`config.mk`:
```
export PLATFORM = sky130hd
export DESIGN_NAME = punc_datapath_param
export DESIGN_NICKNAME = d
export VERILOG_FILES = /design/src/rtl/punc_datapath_param.sv
export SDC_FILE = /design/constraint.sdc
export NUM_CORES = 1
export LEC_CHECK = 0
export ABC_AREA = 1
export BUFFER_PORTS_ARGS = -buffer_cell sky130_fd_sc_hd__buf_2
export CORE_UTILIZATION = 25
export DETAILED_ROUTE_END_ITERATION = 8
export PLACE_DENSITY = 0.37
export SLEW_MARGIN = 10
export SYNTH_ARGS = -nofsm -noshare
export SYNTH_HDL_FRONTEND = slang
export SYNTH_SLANG_ARGS = --single-unit
```
`constraint.sdc`:
```
create_clock -name clk -period 6.3 [get_ports clk]
set_clock_uncertainty 0.15 [all_clocks]
set_input_delay 1.26 -clock clk [delete_from_list [all_inputs] [get_ports clk]]
set_output_delay 1.26 -clock clk [all_outputs]
set_load 0.005 [all_outputs]
```
`src/rtl/punc_datapath_param.sv`:
```
`default_nettype none
// ============================================================================
// Module   : punc_datapath_param
// Brief    : Parametrised PUnC LC3 datapath (PC, IR, MDR, address register,
//            N-entry register file, 4-op ALU, sign-extenders, NZP codes) with
//            a request/ack sequencer for an external variable-latency memory.
// Config   : PUNC_MEM_WAIT_EN - when defined, an access holds until mem_ack;
//            otherwise every access completes one cycle after it starts.
// Notes    : ADDR_W must not exceed DATA_W (addresses are low bits of words).
// Revision : 1.0 - initial release
// ============================================================================
module punc_datapath_param #(
  parameter int          DATA_W   = 16,
  parameter int          ADDR_W   = 16,
  parameter int          NUM_REGS = 8,
  parameter int unsigned RESET_PC = 0,
  localparam int         RA_W     = (NUM_REGS > 1) ? $clog2(NUM_REGS) : 1
) (
  input  logic              clk,
  input  logic              rst,
  input  logic [1:0]        pc_op,
  input  logic              ir_ld,
  input  logic              addr_ld,
  input  logic [1:0]        mem_addr_sel,
  input  logic              mem_rd_req,
  input  logic              mem_wr_req,
  input  logic [RA_W-1:0]   rf_rd0_addr,
  input  logic [RA_W-1:0]   rf_rd1_addr,
  input  logic [RA_W-1:0]   rf_wr_addr,
  input  logic              rf_we,
  input  logic [1:0]        rf_wd_sel,
  input  logic              alu_a_sel,
  input  logic              alu_b_sel,
  input  logic [1:0]        imm_sel,
  input  logic [1:0]        alu_op,
  input  logic              nzp_ld,
  input  logic              nzp_sel,
  output logic [ADDR_W-1:0] mem_addr,
  output logic [DATA_W-1:0] mem_wdata,
  output logic              mem_re,
  output logic              mem_we,
  input  logic [DATA_W-1:0] mem_rdata,
  input  logic              mem_ack,
  output logic              mem_busy,
  output logic              mdr_valid,
  output logic              req_drop,
  output logic [DATA_W-1:0] ir,
  output logic [2:0]        nzp,
  output logic              br_taken
);

  localparam logic [DATA_W-1:0] C_RESET_PC = DATA_W'(RESET_PC);
  localparam logic [DATA_W-1:0] C_ONE      = DATA_W'(1);

  typedef enum logic [0:0] {
    SEQ_IDLE   = 1'b0,
    SEQ_ACCESS = 1'b1
  } seq_state_e;

  // Architected state
  logic [DATA_W-1:0] pc_q, pc_d;
  logic [DATA_W-1:0] ir_q;
  logic [DATA_W-1:0] mdr_q;
  logic [ADDR_W-1:0] addr_q;
  logic [2:0]        nzp_q;
  logic [DATA_W-1:0] rf_q [NUM_REGS];

  // Sequencer state and latched request
  seq_state_e        state_q, state_d;
  logic [ADDR_W-1:0] lat_addr_q, lat_addr_d;
  logic [DATA_W-1:0] lat_wdata_q, lat_wdata_d;
  logic              lat_wr_q, lat_wr_d;
  logic              mdr_valid_q, mdr_valid_d;
  logic              req_drop_q, req_drop_d;
  logic              mdr_ld;

  // Combinational datapath
  logic [DATA_W-1:0] w_rf_rd0;
  logic [DATA_W-1:0] w_rf_rd1;
  logic [DATA_W-1:0] w_rf_wd;
  logic [DATA_W-1:0] w_imm;
  logic [DATA_W-1:0] w_alu_a;
  logic [DATA_W-1:0] w_alu_b;
  logic [DATA_W-1:0] w_alu_out;
  logic [DATA_W-1:0] w_nzp_src;
  logic [2:0]        w_nzp_new;
  logic [ADDR_W-1:0] w_sel_addr;
  logic              w_access_done;
  logic              w_busy;

`ifdef PUNC_MEM_WAIT_EN
  assign w_access_done = mem_ack;
`else
  // Fixed one-cycle access: the acknowledge has no meaning here.
  logic w_unused_ack;
  assign w_unused_ack  = mem_ack;
  assign w_access_done = 1'b1;
`endif

  assign w_rf_rd0 = rf_q[rf_rd0_addr];
  assign w_rf_rd1 = rf_q[rf_rd1_addr];
  assign w_alu_a  = alu_a_sel ? w_rf_rd0 : pc_q;
  assign w_alu_b  = alu_b_sel ? w_imm : w_rf_rd1;

  // Sign-extend the selected IR immediate field from its own MSB
  always_comb begin
    w_imm = '0;
    unique case (imm_sel)
      2'b00: w_imm = {{(DATA_W-5){ir_q[4]}},   ir_q[4:0]};
      2'b01: w_imm = {{(DATA_W-6){ir_q[5]}},   ir_q[5:0]};
      2'b10: w_imm = {{(DATA_W-9){ir_q[8]}},   ir_q[8:0]};
      2'b11: w_imm = {{(DATA_W-11){ir_q[10]}}, ir_q[10:0]};
    endcase
  end

  // Four-function ALU; ADD wraps naturally at DATA_W bits
  always_comb begin
    w_alu_out = '0;
    unique case (alu_op)
      2'b00: w_alu_out = w_alu_a + w_alu_b;
      2'b01: w_alu_out = w_alu_a & w_alu_b;
      2'b10: w_alu_out = w_alu_a;
      2'b11: w_alu_out = ~w_alu_a;
    endcase
  end

  // Register-file write data select
  always_comb begin
    w_rf_wd = w_alu_out;
    unique case (rf_wd_sel)
      2'b00:   w_rf_wd = pc_q;
      2'b01:   w_rf_wd = mdr_q;
      default: w_rf_wd = w_alu_out;
    endcase
  end

  // Memory address source while the sequencer is idle
  always_comb begin
    w_sel_addr = addr_q;
    unique case (mem_addr_sel)
      2'b00:   w_sel_addr = pc_q[ADDR_W-1:0];
      2'b01:   w_sel_addr = w_alu_out[ADDR_W-1:0];
      default: w_sel_addr = addr_q;
    endcase
  end

  // Condition codes: exactly one of N/Z/P from the signed source value
  assign w_nzp_src = nzp_sel ? mdr_q : w_alu_out;
  assign w_nzp_new = w_nzp_src[DATA_W-1] ? 3'b100 :
                     (w_nzp_src == '0)   ? 3'b010 : 3'b001;

  // PC next-state
  always_comb begin
    pc_d = pc_q;
    unique case (pc_op)
      2'b00: pc_d = pc_q;
      2'b01: pc_d = pc_q + C_ONE;
      2'b10: pc_d = w_alu_out;
      2'b11: pc_d = C_RESET_PC;
    endcase
  end

  // Sequencer next-state: accept in IDLE, complete in ACCESS, flag collisions
  always_comb begin
    state_d     = state_q;
    lat_addr_d  = lat_addr_q;
    lat_wdata_d = lat_wdata_q;
    lat_wr_d    = lat_wr_q;
    mdr_ld      = 1'b0;
    mdr_valid_d = 1'b0;
    req_drop_d  = req_drop_q;
    unique case (state_q)
      SEQ_IDLE: begin
        if (mem_rd_req || mem_wr_req) begin
          state_d     = SEQ_ACCESS;
          lat_addr_d  = w_sel_addr;
          lat_wdata_d = w_rf_rd1;
          lat_wr_d    = mem_wr_req;   // write wins a simultaneous request
          if (mem_rd_req && mem_wr_req) begin
            req_drop_d = 1'b1;
          end
        end
      end
      SEQ_ACCESS: begin
        if (mem_rd_req || mem_wr_req) begin
          req_drop_d = 1'b1;
        end
        if (w_access_done) begin
          state_d = SEQ_IDLE;
          if (!lat_wr_q) begin
            mdr_ld      = 1'b1;
            mdr_valid_d = 1'b1;
          end
        end
      end
      default: state_d = SEQ_IDLE;
    endcase
  end

  // Architected registers and sequencer state; reset overrides every input
  always_ff @(posedge clk) begin
    if (rst) begin
      pc_q        <= C_RESET_PC;
      ir_q        <= '0;
      mdr_q       <= '0;
      addr_q      <= '0;
      nzp_q       <= 3'b010;
      state_q     <= SEQ_IDLE;
      lat_addr_q  <= '0;
      lat_wdata_q <= '0;
      lat_wr_q    <= 1'b0;
      mdr_valid_q <= 1'b0;
      req_drop_q  <= 1'b0;
    end else begin
      pc_q        <= pc_d;
      if (ir_ld)   ir_q   <= mdr_q;
      if (addr_ld) addr_q <= w_alu_out[ADDR_W-1:0];
      if (nzp_ld)  nzp_q  <= w_nzp_new;
      if (mdr_ld)  mdr_q  <= mem_rdata;
      state_q     <= state_d;
      lat_addr_q  <= lat_addr_d;
      lat_wdata_q <= lat_wdata_d;
      lat_wr_q    <= lat_wr_d;
      mdr_valid_q <= mdr_valid_d;
      req_drop_q  <= req_drop_d;
    end
  end

  // Register file: synchronous write, reads see the old value until the edge
  always_ff @(posedge clk) begin
    if (rst) begin
      for (int i = 0; i < NUM_REGS; i++) begin
        rf_q[i] <= '0;
      end
    end else if (rf_we) begin
      rf_q[rf_wr_addr] <= w_rf_wd;
    end
  end

  assign w_busy    = (state_q == SEQ_ACCESS);
  assign mem_busy  = w_busy;
  assign mem_re    = w_busy && !lat_wr_q;
  assign mem_we    = w_busy &&  lat_wr_q;
  assign mem_addr  = w_busy ? lat_addr_q  : w_sel_addr;
  assign mem_wdata = w_busy ? lat_wdata_q : w_rf_rd1;
  assign mdr_valid = mdr_valid_q;
  assign req_drop  = req_drop_q;
  assign ir        = ir_q;
  assign nzp       = nzp_q;
  assign br_taken  = |(ir_q[11:9] & nzp_q);

endmodule
`default_nettype wire
```
==> results.md <==
- Fin nets: 2019
- WP data arrival: 4.65 ns
- Top FF cell, synth: edfxtp_1
- Outcome: completed
- CTS tree: yes
- # rows: 85
- I/O Pins: 104
- Ant diodes: 0
- Async set-reset flop share out of synthesis: 0%
- Vias per inst: 4.935
- Cell Int Power: 3.084 mW
- Pwr per Cell Area: 274.8 nW/µm²
- Die width: 235.3 µm
- Sequential-to-total area share from yosys stat: 43.39%
- Fillers: 5828
- Post-route minimum period: 6.060 ns
- YS warnings: 0
- Clk_lat worst skew: 0.58 ns
- CP most frequent cell: nand2_1
- Seq pwr share: 38.7%
- Total grt overflow: 0
- Final Worst Setup Slack: 0.2395 ns
- Actual slew at the worst max-slew pin: 1.127 ns
- Syn_nets: 1902
- Hold Path Class: reg -> reg
- First-pass GRT wire length: 82990 µm
- Clock Pin Slew Worst Setup and Hold Paths: 0.06 ns
- Met1 Routed Length: 27190 µm
- Fmax: 0.1650 GHz
- Routed met2 length: 24700 µm
- Core box area: 53810 µm²
- Buf+Inv Stages, Crit Path: 5
- CTS Sinks: 231
- Die Y-Extent: 235.3 µm
- Share of cells above drive strength 1: 15.35%
- VDD IR max: 0.0001789 V
- Drt pass-1 iters: 5
- Post-DRT Antenna Nets: 0
- Final Core Density: 30.23%
- Worst setup SP type: input port
- CP max stage cell: inv_1
- Met3 routed WL: 3397 µm
- Slew Viols, Final: 0
- Count of max-cap constraint violations: 0
- RSZ-0062 raised after global routing: yes
- Mapped cell area: 13610 µm²
- Setup_tns: 0 ns
- Critical path, cell by cell: buf_2, inv_1, buf_4, nand2_1, nand2_1, o22ai_1, buf_4, ha_1, a21oi_1, o21ai_0, nand2_1, nand3_1, nand2_1, nand2_1, nor2_1, nor2_4, o21ai_0, nand2_1, o21ai_0, buf_2
- Unique masters post-synth: 49
- CP required: 4.89 ns
- WL/cell: 21.25 µm
- Hold Buf Count CTS: 0
- Number of remaining DRC errors: 0
- Root Driver: clkbuf_16
- Detailed Route Iter0 Violations: 1077
- Syn Inst Count: 1837
- Routability congestion estimate: 0.9436
- Number of global-route vias before repair: 12.30k
- # port buffers: 102
- Worst setup path category: in -> out
- Max-Slew Margin vs Limit: 24.68%
- Post-route clock period utilization: 96.20%
- CP endpoint kind: output port
- Total track usage: 20.21%
- CTS buffer count: 29
- Lkg Pwr: 6.841 nW
- Syn avg cell area: 7.410 µm²
- Switching power: 1.388 mW
- Starting density of the core: 25.29%
- Hpwl dp: 40040 µm
- Critical Path Max Stage Delay: 0.42 ns
- Layout area overhead: 19.52%
- Setup WS pre-CTS: -0.1510 ns
- Vias post-DR: 13.18k
- Initial antenna violation count: 2
- H-tree depth: 1
- Critical path's top delay family: buffers and inverters
- Pin count of the biggest net entering global routing: 77
- Final setup fails: 0
- Max Fanout on Critical Path: 10
- Clk pwr share: 40.5%
- Max clock buf depth: 3
- Final WL: 56750 µm
- Number of synthesized flops with an enable pin: 128
- Gate power share: 20.8%
- Number of synthesized register bits: 231
- Top Metal Used: met4
- Die ar.: 55380 µm²
- Sw Ratio: 31.04%
- Final hold violations: 0
[state kept, by name, summed over array words and instances (netlist names), 3 cells and up]
signal / count
rf_q: 128
addr_q: 16
ir: 16
lat_addr_q: 16
lat_wdata_q: 16
mdr_q: 16
pc_q: 16
nzp: 3
[worst register-to-register path, cell delays in order (launching register included)]
cell and delay [ns]:
edfxtp_1 0.32, inv_1 0.05, a21oi_1 0.15, o21ai_0 0.10
nand3_1 0.08, o21ai_1 0.15, o21ai_1 0.18, ha_1 0.18
inv_1 0.07, fa_1 0.54, o21ai_2 0.26, nand2_1 0.11
nand2_1 0.12, nand2_1 0.08, a21oi_1 0.14, nor2_1 0.07
nor2_2 0.15, buf_4 0.16, inv_1 0.06, a21oi_2 0.45
nor2_1 0.09
[synthesized netlist by cell type, types with 10 or more instances]
master | n | area [µm²]
nand4_1 | 15 | 93.84
dfxtp_1 | 103 | 2062
a21oi_2 | 11 | 96.34
o22ai_1 | 21 | 131.4
o21ai_1 | 15 | 75.07
buf_6 | 10 | 112.6
nor2_1 | 234 | 878.3
nand2_1 | 332 | 1246
a22oi_1 | 15 | 112.6
o21ai_0 | 223 | 1116
nand3_2 | 11 | 110.1
edfxtp_1 | 128 | 3844
buf_2 | 16 | 80.08
a21oi_1 | 166 | 830.8
nand3_1 | 125 | 625.6
inv_1 | 201 | 754.5
o211ai_1 | 32 | 240.2
clkbuf_1 | 77 | 289.0
ha_1 | 17 | 212.7
[cell usage in the layout (no fill, tap or decap), types with 17 or more instances in the layout]
cell	instances
nand3_1	125
o211ai_1	32
a21oi_1	166
o21ai_0	213
clkbuf_16	29
ha_1	17
buf_4	90
inv_1	199
o21ai_1	24
edfxtp_1	128
nand2_1	332
buf_2	101
nor2_1	234
dfxtp_1	103
o22ai_1	21
[area by class of cell]
| class | count | area (µm²) | share of cell area [%] |
|---|---|---|---|
| multi-input cells | 1289 | 6435 | 39.55 |
| flip-flops and latches | 231 | 5906 | 36.30 |
| repair buffers | 196 | 1281 | 7.875 |
| well taps | 696 | 870.8 | 5.353 |
| inverters | 207 | 777.0 | 4.776 |
| clock buffers | 35 | 768.2 | 4.722 |
| clock inverters | 16 | 231.5 | 1.423 |
[power by group through the flow]
stage / clock network, mW / registers (mW) / logic (mW)
final: 1.81 / 1.73 / 0.930
after global routing: 1.90 / 1.74 / 1.03
after CTS: 1.85 / 1.73 / 0.930
after detailed placement: 0 / 1.76 / 0.925
after global placement: 0 / 1.76 / 0.922
after floorplan: 0 / 1.74 / 0.533
[metrics by stage]
stage          hold slack (ns)  cell area [µm²]  cells  total power [mW]
4_1_cts                 0.3350            16240   2669             4.507
5_1_grt                 0.3606            16270   2670             4.668
3_3_place_gp            0.3112            15240   2618             2.683
2_1_floorplan           0.2996            13610   1837             2.278
6_report                0.3302            16270   2670             4.471
3_5_place_dp            0.3193            15240   2618             2.686
[path summary, 6_finish.rpt]
kind | start | endpoint | slack [ns] | cells after the start
max | rf_rd1_addr[2] | mem_addr[12] | 0.24 | 20
max reg2reg | rf_q[6][0]$_SDFFCE_PN0P_ | rf_q[4][14]$_SDFFCE_PN0P_ | 2.39 | 20
min | lat_wr_q$_SDFFE_PP0P_ | lat_wr_q$_SDFFE_PP0P_ | 0.33 | 2
min reg2reg | lat_wr_q$_SDFFE_PP0P_ | lat_wr_q$_SDFFE_PP0P_ | 0.33 | 2
[cells by family (layout without fill, tap and decap cells)]
| logic type | Yosys count | count (layout) | synth area share (%) |
|---|---|---|---|
| simple gates | 753 | 753 | 23.62 |
| compound gates | 509 | 509 | 21.18 |
| buf+inv | 317 | 454 | 9.523 |
| flops | 231 | 231 | 43.39 |
| fa+ha+maj | 18 | 18 | 1.710 |
| xor+xnor | 9 | 9 | 0.5791 |
[layer usage]
layer  up-vias  global-route usage, %
li1       6419                      -
met1      6299                  28.91
met2       401                  31.47
met3        58                  3.119
met4         0                  5.447
met5         -                      0
[timing repair]
action	4_1_cts	5_1_grt
resized for setup	2	13
setup endpoints to repair	6	13
setup buffers	0	1
pin swaps	0	1
Power figures use the tool's default switching activity.
